File: config.mk
export PLATFORM = sky130hd
export DESIGN_NAME = mem_arbiter
export DESIGN_NICKNAME = d
export VERILOG_FILES = /design/src/rtl/mem_arb_pkg.sv /design/src/rtl/mem_arbiter_rr_arb2.sv /design/src/rtl/mem_arbiter.sv
export SDC_FILE = /design/constraint.sdc
export NUM_CORES = 1
export LEC_CHECK = 0
export BUFFER_PORTS_ARGS = -buffer_cell sky130_fd_sc_hd__buf_2
export CAP_MARGIN = 5
export CORE_AREA = 2 2 117 119
export DETAILED_ROUTE_END_ITERATION = 10
export DIE_AREA = 0 0 119 121
export PLACE_DENSITY_LB_ADDON = 0.1
export SYNTH_ARGS = -nofsm -noshare
export SYNTH_HDL_FRONTEND = slang
export SYNTH_SLANG_ARGS = --single-unit
File: constraint.sdc
create_clock -name clk -period 2.2 [get_ports clk]
set_input_delay 0.22 -clock clk [delete_from_list [all_inputs] [get_ports clk]]
set_output_delay 0.22 -clock clk [all_outputs]
set_load 0.1 [all_outputs]
File: src/rtl/mem_arb_pkg.sv
// Shared types and constants for the unified-memory arbiter.
// Imported by the arbiter top and its round-robin picker.
package mem_arb_pkg;

    typedef enum logic {
        IDLE    = 1'b0,
        RD_WAIT = 1'b1
    } arb_state_t;

    typedef logic req_id_t;

    localparam req_id_t REQ_CORE = 1'b0;
    localparam req_id_t REQ_LOAD = 1'b1;

    localparam int RD_LAT_MAX = 4;
    localparam int CNT_W      = $clog2(RD_LAT_MAX);

endpackage

File: src/rtl/mem_arbiter_rr_arb2.sv
// Two-way round-robin pick: on a tie the requester that was not granted last wins.
module rr_arb2
    import mem_arb_pkg::*;
(
    input  logic    req0_i,
    input  logic    req1_i,
    input  req_id_t last_i,
    output req_id_t winner_o,
    output logic    valid_o
);

    always_comb begin
        valid_o  = req0_i | req1_i;
        winner_o = REQ_CORE;
        if (req0_i && req1_i) begin
            winner_o = (last_i == REQ_CORE) ? REQ_LOAD : REQ_CORE;
        end else if (req1_i) begin
            winner_o = REQ_LOAD;
        end
    end

endmodule

File: src/rtl/mem_arbiter.sv
// Shares one fixed-latency memory between the core (port 0) and the loader (port 1).
// Writes complete in the grant cycle; reads hold the memory until rvalid.
module mem_arbiter
    import mem_arb_pkg::*;
#(
    parameter int ADDR_W = 32,
    parameter int DATA_W = 32,
    parameter int RD_LAT = 1
) (
    input  logic              clk,
    input  logic              reset,
    input  logic              req0,
    input  logic              we0,
    input  logic [ADDR_W-1:0] addr0,
    input  logic [DATA_W-1:0] wdata0,
    output logic              gnt0,
    output logic              rvalid0,
    output logic [DATA_W-1:0] rdata0,
    input  logic              req1,
    input  logic              we1,
    input  logic [ADDR_W-1:0] addr1,
    input  logic [DATA_W-1:0] wdata1,
    output logic              gnt1,
    output logic              rvalid1,
    output logic [DATA_W-1:0] rdata1,
    output logic              mem_en,
    output logic              mem_we,
    output logic [ADDR_W-1:0] mem_addr,
    output logic [DATA_W-1:0] mem_wdata,
    input  logic [DATA_W-1:0] mem_rdata,
    output arb_state_t        dbg_state_o
);

    // Handshake: a requester holds reqN/weN/addrN/wdataN stable until gntN;
    // gntN marks the transfer, and for reads rvalidN later qualifies rdataN.

    arb_state_t           state_q, state_d;
    logic [CNT_W-1:0]     cnt_q, cnt_d;
    req_id_t              owner_q, owner_d;
    req_id_t              last_q, last_d;
    req_id_t              winner;
    logic                 pick_valid;

    rr_arb2 u_rr_arb2 (
        .req0_i   (req0),
        .req1_i   (req1),
        .last_i   (last_q),
        .winner_o (winner),
        .valid_o  (pick_valid)
    );

    always_ff @(posedge clk or posedge reset) begin
        if (reset) begin
            state_q <= IDLE;
            cnt_q   <= '0;
            owner_q <= REQ_CORE;
            last_q  <= REQ_LOAD;
        end else begin
            state_q <= state_d;
            cnt_q   <= cnt_d;
            owner_q <= owner_d;
            last_q  <= last_d;
        end
    end

    always_comb begin
        state_d   = state_q;
        cnt_d     = cnt_q;
        owner_d   = owner_q;
        last_d    = last_q;
        gnt0      = 1'b0;
        gnt1      = 1'b0;
        rvalid0   = 1'b0;
        rvalid1   = 1'b0;
        mem_en    = 1'b0;
        mem_we    = 1'b0;
        mem_addr  = '0;
        mem_wdata = '0;

        case (state_q)
            IDLE: begin
                // Reset is folded in so nothing is granted while it is held.
                if (pick_valid && !reset) begin
                    mem_en = 1'b1;
                    last_d = winner;
                    if (winner == REQ_LOAD) begin
                        gnt1      = 1'b1;
                        mem_we    = we1;
                        mem_addr  = addr1;
                        mem_wdata = wdata1;
                    end else begin
                        gnt0      = 1'b1;
                        mem_we    = we0;
                        mem_addr  = addr0;
                        mem_wdata = wdata0;
                    end
                    if (!mem_we) begin
                        state_d = RD_WAIT;
                        cnt_d   = CNT_W'(RD_LAT - 1);
                        owner_d = winner;
                    end
                end
            end
            RD_WAIT: begin
                if (cnt_q != '0) begin
                    cnt_d = cnt_q - CNT_W'(1);
                end else begin
                    state_d = IDLE;
                    if (owner_q == REQ_LOAD) begin
                        rvalid1 = 1'b1;
                    end else begin
                        rvalid0 = 1'b1;
                    end
                end
            end
        endcase
    end

    assign rdata0      = mem_rdata;
    assign rdata1      = mem_rdata;
    assign dbg_state_o = state_q;

endmodule

==> results of run 1 <==
[path summary, 6_finish.rpt]
check                                to  slack [ns]  cells past startpoint   startpoint
setup reg to reg                owner_q        0.87                      4  dbg_state_o
max in group asynchronous        last_q        1.45                      3        reset
hold reg to reg                cnt_q[0]        0.49                      1     cnt_q[0]
hold / removal                  owner_q        0.29                      3          we0
min in group asynchronous       owner_q        0.50                      3        reset
setup / recovery           mem_addr[29]        0.18                      5       last_q
[worst reg2reg max path, stage by stage (launching register included)]
cell,delay [ns]
dfrtp_2,0.45
nor2_1,0.16
o21ai_0,0.24
o21ba_2,0.26
o21ai_0,0.14
[layout by cell type, fill, tap and decap left out, drive strengths merged, types with 2 or more instances in the layout]
master and count:
and3 2, nand2 2, a22o 64, mux2i 2, clkbuf 4, buf 208, inv 4, nand2b 2
nor2 4, o21ai 4, dfrtp 4
[state kept, by name, indices dropped and copies added, names as in the netlist]
register and cells:
cnt_q 2, owner_q 1, dbg_state_o 1, last_q 1
[cell type report]
cell class	instances	area (um^2)	area share
Clock buffer	4	78.8	0.0236
Inverter	4	15.0	0.00450
Multi-Input combinational cell	89	818	0.245
Sequential cell	5	128	0.0382
Tap cell	176	220	0.0660
Timing Repair Buffer	209	2080	0.622
[routing by layer]
| metal | up-vias | share of wire |
|---|---|---|
| li1 | 865 | - |
| met1 | 813 | 0.33 |
| met2 | 125 | 0.56 |
| met3 | 11 | 0.10 |
| met4 | 0 | 0.012 |
| met5 | - | 0 |
[repair_timing]
item	4_1_cts	5_1_grt
endpoints found under the hold margin	4	0
gates resized for setup	0	0
hold buffers	1	0
endpoints found under the setup margin	0	0
[kinds of logic after synthesis]
| group | after synthesis |
|---|---|
| AO/OA/AOI/OAI | 74 |
| adder cells (fa/ha/maj) | 1 |
| buffers and inverters | 82 |
| flip-flops | 5 |
| multiplexers | 2 |
| AND/OR/NAND/NOR | 12 |
[power by group]
group / switching (W) / total, W / internal (W) / leakage [nW]
clock network: 0.0000546 / 0.000294 / 0.000240 / 0.0382
logic: 0.00102 / 0.00160 / 0.000585 / 1.49
registers: 0.00000984 / 0.000114 / 0.000104 / 0.0606
[through the flow]
stage / setup WS (ns) / total power [W] / utilization
after floorplan: -0.102 / 0.00165 / -
after global placement: 0.410 / 0.00173 / 0.248
after detailed placement: 0.405 / 0.00173 / 0.248
after CTS: 0.161 / 0.00203 / 0.255
after global routing: 0.0821 / 0.00207 / 0.255
final: 0.181 / 0.00201 / 0.255
[Yosys cell counts, drive strengths merged]
| cell | instances |
|---|---|
| a211o | 1 |
| a21bo | 1 |
| a21o | 1 |
| a21oi | 1 |
| a22o | 64 |
| and3 | 2 |
| buf | 77 |
| clkbuf | 1 |
| dfrtp | 4 |
| dfstp | 1 |
| ha | 1 |
| inv | 4 |
| mux2i | 2 |
| nand2 | 2 |
| nand2b | 2 |
| nor2 | 4 |
| nor2b | 1 |
| nor3 | 1 |
| o21ai | 4 |
| o21ba | 1 |
| o22ai | 1 |
==> run summary, run 1 <==
The flow ran to the end, and the final reports show no timing, DRC or antenna violations. The highest-utilization routing layer at the global route stage was met2. The detail route stage leaves a number of antenna-violating nets equal to 0. The logs give 0.0876 for the post-synthesis sequential area ratio and 3250 um^2 for the cell area after placement.

The number of buffer cells added on primary ports came out at 204. The worst hold path belongs to the class input port to flip-flop. The number of synthesis warnings is 0. In this run, placement finished with an instance count of 482.

The floorplan step set the die height to 121 um. The run gives 4 as the detailed-router iteration count before antenna repair. The cell at the slowest stage of the critical path is dfstp_2. After clock tree synthesis, the clock-pin slew on the worst setup and hold paths is 0.03 ns.

Each instance of the synthesized netlist takes up on average 8.20 um^2. The tools report the met2 usage in global routing as 0.174. At the pin with the least slew margin, the transition time is 0.562 ns. Counting flops and latches in the post-synthesis netlist gives 5. The number of buffers added for setup after CTS came out at 0. The fmax is 0.495 GHz. The logs give 176 for the post-synthesis instance total and 0 for the final-report hold violation count.

The total count of max-transition violations in the final report came out at 0. The net count of the finished layout is 479. The post-synthesis share of cell area spent on xor and xnor gates works out to 0. The first global-routing pass estimated 10.2 mm of wire. The total power per unit cell area works out to 603 nW/um^2.

Setup violations remaining at the end of the flow were counted as 0. The mapped netlist covers 1440 um^2. Final critical-path share of the clock period: 0.918.

The net count after synthesis was 343; the average routed wire per standard cell was 14.1 um. Of all nets on the critical path, the largest fanout is 26. The clock network latency to the later pin of the worst-skew pair is 0.22 ns. The run gives 0.0866 as the global routing usage on met1.

The layout overhead on the synthesized area was 131%. The number of max-capacitance violations reported came out at 0. STA puts the critical path data required time at 1.98 ns. Number of global-route vias before repair: 1,897.

TritonCTS built the clock tree. The final design instance area without fill is 3340 um^2, and the maximum buffer depth of the clock tree is 2. Summed over all failing endpoints, the final setup total negative slack is 0 ns. The critical path class is flip-flop to primary output.

The area share of fa/ha/maj cells after synthesis is 0.00867. The root buffer cell was clkbuf_16. Critical path startpoint category: a flip-flop. The global-route congestion overflow total came out at 0. Hold is met by 0.286 ns.

Setup repair after global routing left no endpoint under its margin. The number of sinks driven by the clock tree is 5. By area, the combinational part of the netlist is dominated by compound AO/OA/AOI/OAI gates.

Pin placement for this block handled 301 I/O pins. The compound-cell area share of the yosys netlist is 0.435, and the floorplan die area is 14,400 um^2. The run gives 0.622 as the max-slew headroom at the worst pin.

The post-synthesis simple-gate area fraction came out at 0.0442. The initialized floorplan defines 42 standard-cell rows. Clock tree synthesis inserted a total of 3 buffers. After the flow finishes, the layout carries non-filler instances totaling 487. The tools report the worst-case clock skew as 0.000390 ns. Routing usage on met3: 0.0254. The run gives 0.712 as the weighted congestion at the end of routability-driven global placement. The count of fill cells added during filler insertion was 1,395. The tools report the initial antenna violation count as 0. The signal on the critical path passes through nand2b_1 > and3_2 > buf_4 > a22o_2 > buf_12. Sorting the synthesized cells by area gives the leading types as a22o_1, buf_4, dfrtp_1, buf_6, buf_2. Broken down by cell family, the worst path's largest delay share belongs to flip-flops.

The core box area was 13,100 um^2. For this run, the slowest stage of the critical path takes 0.52 ns. Using the TritonRoute via totals, the vias-per-cell ratio works out to 3.72. The die width works out to 119 um. Number of design-rule violations left by the first detailed-router iteration: 53. The tools report the post-detailed-placement half-perimeter wirelength as 5.86 mm. The time the worst path needs with I/O delays and setup came out at 2.02 ns. For the unique cell type count in the Yosys netlist, the log shows 24. STA classifies the critical path endpoint as a primary output. The number of antenna cells inserted is 0, and the pin count of the biggest net entering global routing is 44. Summing over every cut layer, the via total after detailed routing is 1,814. Top cell type by total area after synthesis: a22o_1. Data arrives at the worst endpoint at 1.80 ns. The proportion of synthesized area in mux cells was 0.0139; the combined global-route utilization of all metal layers was 0.0866. The tools report the count of H-tree levels built during CTS as 1. Together, buffers and inverters on the worst path number 2. The leakage power summed over all cells was 1.59 nW. The run gives 6.85 mm as the overall routed net length. The initial cell density of the core was 0.110; the largest voltage drop on the vdd net was 400 uV.

The fraction of layout cells with a size suffix above 1 is 0.894. The area share of the largest cell type after synthesis came out at 0.389. The DRC violations left is 0.
No activity file was read; power rests on OpenSTA's default activity.
==> run 2: changes to the inputs <==
- BUFFER_PORTS_ARGS: -buffer_cell sky130_fd_sc_hd__buf_2 -> unset
- CORE_AREA: 2 2 117 119 -> 10 10 110 112
- DIE_AREA: 0 0 119 121 -> 0 0 120 122
- DONT_BUFFER_PORTS: unset -> 1
==> run 2 against run 1 <==
Against the previous run: worst hold slack lost 0.12 ns; global-route usage rose by 0.15 points; setup slack improved by 0.079 ns; clock power shrank 42%; first-iteration DRC count decreased by 7.5%; via count is 23% lower; non-clock buffer count down 134; combinational power decreased by 6%; sequential share of layout area up 1.1 points; design area decreased by 22%; power down 12%; critical endpoint is now mem_addr[2]; highest routed layer unchanged.
==> run summary, run 2 (synthesized netlist as in run 1, its figures left out) <==
The flow ran to the end, and the final reports show no timing, DRC or antenna violations. The combined global-route utilization of all metal layers is 0.0881, and the time the worst path needs with I/O delays and setup is 1.94 ns. The number of vias per cell is 4.46. The floorplan step defined a die boundary enclosing 14,600 um^2. In this run the most used layer during global routing was met2. Kind of capture point of the worst setup path: a primary output. In this run the worst path has a maximum fanout of 33. No sink is reached through more buffers than the 2 on the longest clock path.

The worst hold path belongs to the class input port to flip-flop. Clock-pin slew was measured on the worst setup and hold paths at 0.04 ns. In this run the tool buffered the top-level ports with 0 buffer cells.

Clock skew on the completed layout was measured at 0.00505 ns. The top register by number of flip-flops was cnt_q. Setup repair after global routing left no endpoint under its margin.

In this run, the number of DRC markers left after iteration 0 of detailed routing was 49. After the last flow step, the layout net total stands at 345. The initial antenna violation count was 0. Global routing usage on met1: 0.0844. In this run the standard cell core region covers 10,000 um^2. The setup check on the worst reg-to-reg path leaves a slack of 0.85 ns.

The critical path startpoint category was a flip-flop. The logs give 0.622 for the max-slew headroom at the worst pin and 10.4 mm for the first-pass GRT wire length. The logs give 0 for the number of gates resized after CTS and 0.670 for the weighted congestion at the end of routability-driven global placement.

The logs give 0 for the number of buffers added for setup after CTS and 34 for the pin count of the biggest net entering global routing. The tool flagged a number of max-cap violations equal to 0. The maximum cell stage delay along the critical path was 0.37 ns. Cell repeated most along the worst path: buf_12. The fraction of layout cells with a size suffix above 1 was 0.819; the final critical-path share of the clock period was 0.882. The pre-antenna-repair detailed-routing pass consisted of 4 iterations. The signal on the critical path passes through a21bo_2 > nor3_4 > buf_12 > a22o_1 > buf_12. The number of antenna cells inserted is 0, and the number of setup violations in the final report is 0.

The DRC violations left was 0; the total power per unit cell area was 683 nW/um^2. The total number of vias was 1,395. The cell at the slowest stage of the critical path is dfstp_2. Counting instances, the worst hold path has a depth of 2.

The HPWL after detailed placement is 6.69 mm. TritonCTS built the clock tree. The run gives 1 as the number of buffers added to fix hold violations after cts. In the layout the commonest cells are buf_12, a22o_2, buf_4, a22o_1, inv_1. Largest voltage drop on the vdd net: 269 uV. The count of nets left with antenna violations once routing finished came out at 0. The run gives 0 as the global-route congestion overflow total. The commonest non-fill, non-tap cell in the layout was buf_12.

The floorplan step set the die height to 122 um. In the final routed layout, each cell accounts on average for 24.1 um. After detailed routing, the total wire length is 7.54 mm. The number of global-route vias before repair is 1,566, and the total clock buffers created by CTS is 3.

The tools report the number of standard-cell rows in the floorplan as 37. The worst hold path begins at we0. The final-report hold violation count was 0; the layout overhead on the synthesized area was 80.6%.

Derived from the worst setup path, the maximum achievable clock frequency is 0.515 GHz. The critical path in this run is classified as flip-flop to primary output. For the initial cell density of the core, the log shows 0.144.

Clock tree synthesis selected as its root buffer the cell clkbuf_8. The data arrival time of the worst path came out at 1.72 ns. The floorplan step set the die width to 120 um.

The total count of max-transition violations in the final report came out at 0. The logs give 5 for the number of sinks driven by the clock tree and 0.0518 for the routing usage on met3. The count of H-tree levels built during CTS is 1, and the transition time at the pin with the least slew margin is 0.561 ns. Measured in cells, the most critical reg-to-reg path has a length of 4. After routing the design area is 2610 um^2. The register with the most flip-flops in the layout has 2 of them. Tracing the worst setup path back leads to its startpoint at last_q. Once placement finished, the instance area stood at 2550 um^2. The top-level port count is 301.

Final hold analysis gives a worst-case slack of 0.170 ns. The met2 usage in global routing is 0.159. The startpoint identified for the worst register-to-register timing path is dbg_state_o. For the worst-skew pair, the clock arrives at the later sink with an insertion delay of 0.22 ns.

For hold timing, the worst endpoint is owner_q. The analysis attributes to cell leakage a power of 1.05 nW. For the worst setup path, the data required time is 1.98 ns. In this run the critical register-to-register path is captured at cnt_q[0].
-- run 2: worst max-delay path: cells and delay by family, from the launching register on --
kind	cells	cell delay [ns]
buffers and inverters	2	0.41
DFF	1	0.37
and+or+nand+nor	1	0.23
AOI/OAI and AO/OA	2	0.46
-- run 2: how the worst max path moves through the flow --
stage | end | slack (ns)
after floorplan | mem_wdata[22] | -0.10
final | mem_addr[2] | 0.26
after global routing | mem_addr[2] | 0.20
after CTS | mem_addr[2] | 0.26
after global placement | mem_addr[2] | 0.55
after detailed placement | mem_addr[2] | 0.49
-- run 2: power breakdown --
part | leakage [nW] | switching [W] | internal [W]
Sequential | 0.0606 | 0.00000890 | 0.000104
Combinational | 0.967 | 0.000987 | 0.000509
Clock | 0.0255 | 0.0000480 | 0.000122
Total | 1.05 | 0.00104 | 0.000735
-- run 2: cell type report --
class | instances | area, um^2
Tap cell | 136 | 170
Timing Repair Buffer | 75 | 1420
Inverter | 4 | 15.0
Fill cell | 1034 | 7440
Clock inverter | 1 | 5.00
Sequential cell | 5 | 128
Multi-Input combinational cell | 89 | 822
Clock buffer | 3 | 41.3
-- run 2: per-stage QoR --
stage                     setup WS [ns]  setup TNS, ns  instances  power [W]  utilization
after global routing              0.200              0        313    0.00183        0.259
after global placement            0.549              0        308    0.00161        0.254
after detailed placement          0.491              0        308    0.00162        0.254
after floorplan                  -0.102         -0.817        176    0.00165            -
after CTS                         0.258              0        313    0.00180        0.259
final                             0.260              0        313    0.00178        0.259
-- run 2: routing by layer --
metal / share of wire / routed length [um]
met2: 0.52 / 3910
met1: 0.32 / 2420
met3: 0.14 / 1080
met5: 0 / 0
met4: 0.017 / 129
==> run 3: changes to the inputs <==
- ABC_AREA: unset -> 1
- CORE_AREA: 10 10 110 112 -> 10 10 109 111
- DIE_AREA: 0 0 120 122 -> 0 0 119 121
==> run 3 against run 2 <==
Against the previous run: core utilization rose by 0.90 points; clock power barely moved; synthesized cell count rose by 76%; global-route usage rose by 0.51 points; worst hold slack improved by 0.15 ns; wire length rose by 2.7%; sequential share of layout area rose by 0.13 points; die area fell by 1.6%; combinational power fell by 9%; non-clock buffer count fell by 58; critical path depth rose by 5; setup slack got worse by 0.20 ns; critical path type is now input port to primary output.
==> run summary, run 3 <==
The cell area after placement is 2420 um^2, and the synthesized area divided by synthesized cell count is 5.17 um^2. Entering global routing, the biggest net connects 45 pins. The worst setup path is captured at a primary output. In this run the tool buffered the top-level ports with 0 buffer cells. The run gives 36 as the number of standard-cell rows in the floorplan.

Yosys instantiated no cell more often than nand2_1. The post-synthesis share of cell area spent on xor and xnor gates works out to 0. The post-synthesis sequential area ratio is 0.0789, and the register clock-pin slew on the reported worst setup and hold paths is 0.04 ns. Data on the critical path arrives at its endpoint at 1.92 ns. The compound-cell area share of the yosys netlist was 0.00938; the maximum buffer depth of the clock tree was 2. In this run the critical register-to-register path is captured at owner_q. The first global-routing pass estimated 10.7 mm of wire.

Layout overhead on the synthesized area: 61.5%. In the layout the commonest cells are nand2_1, nand2_8, nand2_2, buf_4. The weighted congestion at the end of routability-driven global placement came out at 0.685.

Critical path startpoint category: an input port. For the overall routed net length, the log shows 7.74 mm. By count the netlist is led by nand2_1, buf_4, buf_2, buf_6. The run gives 0.171 as the met2 usage in global routing. The initial cell density of the core is 0.166.

The die is 121 um tall. The total power per unit cell area was 635 nW/um^2. After synthesis, the largest family of logic cells by area is simple AND/OR/NAND/NOR gates.

The tools report the post-detailed-placement half-perimeter wirelength as 6.70 mm. The commonest non-fill, non-tap cell in the layout is nand2_1. The logs give 0 for the total count of max-transition violations in the final report and 0.467 GHz for the fmax. The die width is 119 um.

The async set or reset register ratio after synthesis works out to 1.00. Setup repair after global routing could not meet its margin everywhere. The internal portion of the total power is 0.000466 W. The post-synthesis simple-gate area fraction is 0.519, and the final-layout worst hold slack is 0.316 ns. The logs give 0.0405 for the routing usage on met3 and 3 for the total clock buffers created by CTS. Critical-path maximum fanout: 22.

The synthesis-stage register bit count was 5; the share of total power in sequential cells was 0.068. The logs give 421 for the number of nets in the final layout and 0.00118 W for the total net switching power. The highest-utilization routing layer at the global route stage was met2.

The switching share of power works out to 0.716. Worst-case clock skew: 0.00269 ns. Top register by number of flip-flops: cnt_q. Ranked by total cell area, the synthesized netlist is headed by nand2_1, buf_4, dfrtp_1, buf_6, buf_2. The number of synthesis warnings came out at 0. For the portion of total power attributed to the clock network, the log shows 0.103. The number of global-route vias before repair was 1,703. The total number of vias was 1,590. The startpoint identified for the worst hold timing path is req1. At the worst endpoint, the required time is 1.98 ns. Measured in cells, the most critical reg-to-reg path has a length of 7. The cell sitting at the root of the clock tree is a clkbuf_8.

The logs give 0.981 nW for the leakage power summed over all cells and 0.268 for the share of the core filled with cells. The top cell type by total area after synthesis is nand2_1. After floorplanning, the core was sized to cover 9640 um^2. The initial antenna violation count came out at 0. The tools report the unique cell type count in the Yosys netlist as 16. The final critical-path share of the clock period came out at 0.974.

Among all flip-flop cells after synthesis, the most frequent one is dfrtp_1. The tools report the count of H-tree levels built during CTS as 1. The tools report the global-route congestion overflow total as 0. Final design instance area without fill: 2590 um^2. The tree built by TritonCTS fans out to 5 sinks. The tools report the final-report hold violation count as 0. The class of the worst hold path is input port to flip-flop. The detailed-router iteration count before antenna repair is 4. Largest voltage drop on the vdd net: 473 uV. Fraction of layout cells with a size suffix above 1: 0.431. DRC violations left: 0. The global routing usage on met1 is 0.0950, and the flop-to-flop setup slack is 0.62 ns. The cell area that synthesis handed to floorplanning was 1600 um^2. TritonCTS built the clock tree. The remaining number of nets flagged by the antenna check after routing was 0; the number of setup violations in the final report was 0. The floorplan step defined a die boundary enclosing 14,400 um^2. The area share of fa/ha/maj cells after synthesis works out to 0.00781. The combined global-route utilization of all metal layers was 0.0932. The hold-critical path endpoint is last_q. Post-synthesis instance total: 310. For the aggregate negative setup slack, the log shows 0 ns. The proportion of synthesized area in mux cells is 0. Counting every net in the synthesized netlist gives 477. For this design the top-level I/O count stands at 301. The tools report the number of antenna cells inserted as 0. The number of instances on the worst hold path was 2; the number of vias per cell was 4.12.

The tools report the launch point of the worst reg-to-reg path as dbg_state_o. Max-cap violations in this run came to 0. The run finished with clean final reports.

At the pin with the least slew margin, the transition time is 0.311 ns. The synthesized design contains 0 enable-type register cells. The critical path starts at reset.

By startpoint and endpoint, the worst setup path is classified as input port to primary output. The area share of the largest cell type after synthesis is 0.476, and the number of flip-flops under the largest register name is 2. Max-slew headroom at the worst pin: 0.793. Counting I/O delays and the setup requirement, the final critical path takes 2.14 ns. The fraction of power consumed by combinational cells came out at 0.829. For the worst-skew pair, the clock arrives at the later sink with an insertion delay of 0.22 ns. In the final routed layout, each cell accounts on average for 20.1 um. After the first detailed-routing iteration, the DRC count stood at 48.
[run 3: metrics by stage]
| step | std cells | worst slack, ns | total power, W |
|---|---|---|---|
| global placement | 377 | 0.240 | 0.00145 |
| floorplan | 310 | -0.224 | 0.00192 |
| finish | 386 | 0.0566 | 0.00164 |
| global route | 386 | -0.0325 | 0.00171 |
| detailed placement | 377 | 0.234 | 0.00145 |
| CTS | 382 | 0.00844 | 0.00163 |
[run 3: logic make-up (layout without fill, tap and decap cells)]
group | count (synthesis) | after routing
AO/OA/AOI/OAI | 3 | 3
adder cells (fa/ha/maj) | 1 | 1
buffers and inverters | 86 | 29
flip-flops | 5 | 5
AND/OR/NAND/NOR | 215 | 215
[run 3: layer usage]
layer | vias to the layer above | share of wire | routed length, um
met4 | 0 | 0.018 | 143
met5 | - | 0 | 0
li1 | 739 | - | -
met1 | 691 | 0.35 | 2690
met2 | 136 | 0.53 | 4120
met3 | 24 | 0.10 | 796
[run 3: how the worst max path moves through the flow]
stage / end
floorplan: mem_addr[10]
global placement: mem_wdata[26]
detailed placement: mem_wdata[26]
CTS: mem_wdata[26]
global route: mem_addr[19]
finish: mem_addr[19]
[run 3: worst max-delay path: stages]
cell and delay, ns:
dlygate4sd3_1 0.55, inv_2 0.07, nand2_2 0.08, nor2_4 0.12, inv_2 0.07, nor2_4 0.14
buf_12 0.13, clkbuf_16 0.18, nand2_1 0.14, nand2_8 0.20
[run 3: final cells by class]
class / count / area, um^2
sequential: 5 / 130
inverter: 8 / 30.0
timing repair buffer: 17 / 231
tap: 133 / 166
fill: 1087 / 7050
multi-input combinational: 219 / 1980
clock buffer: 4 / 45.0
[run 3: power by group through the flow]
stage	Clock, W	Combinational, W	Sequential (W)
3_5_place_dp	0	0.00134	0.000112
2_1_floorplan	0	0.00180	0.000123
3_3_place_gp	0	0.00134	0.000112
5_1_grt	0.000182	0.00141	0.000113
6_report	0.000169	0.00136	0.000111
4_1_cts	0.000176	0.00134	0.000111
[run 3: what timing repair did]
action / 4_1_cts / 5_1_grt
hold buffers: 1 / 0
gates cloned: 0 / 2
gates resized for setup: 1 / 12
pin swaps: 0 / 12
endpoints found under the hold margin: 4 / 0
buffers inserted: 0 / 2
setup endpoints to repair: 1 / 61
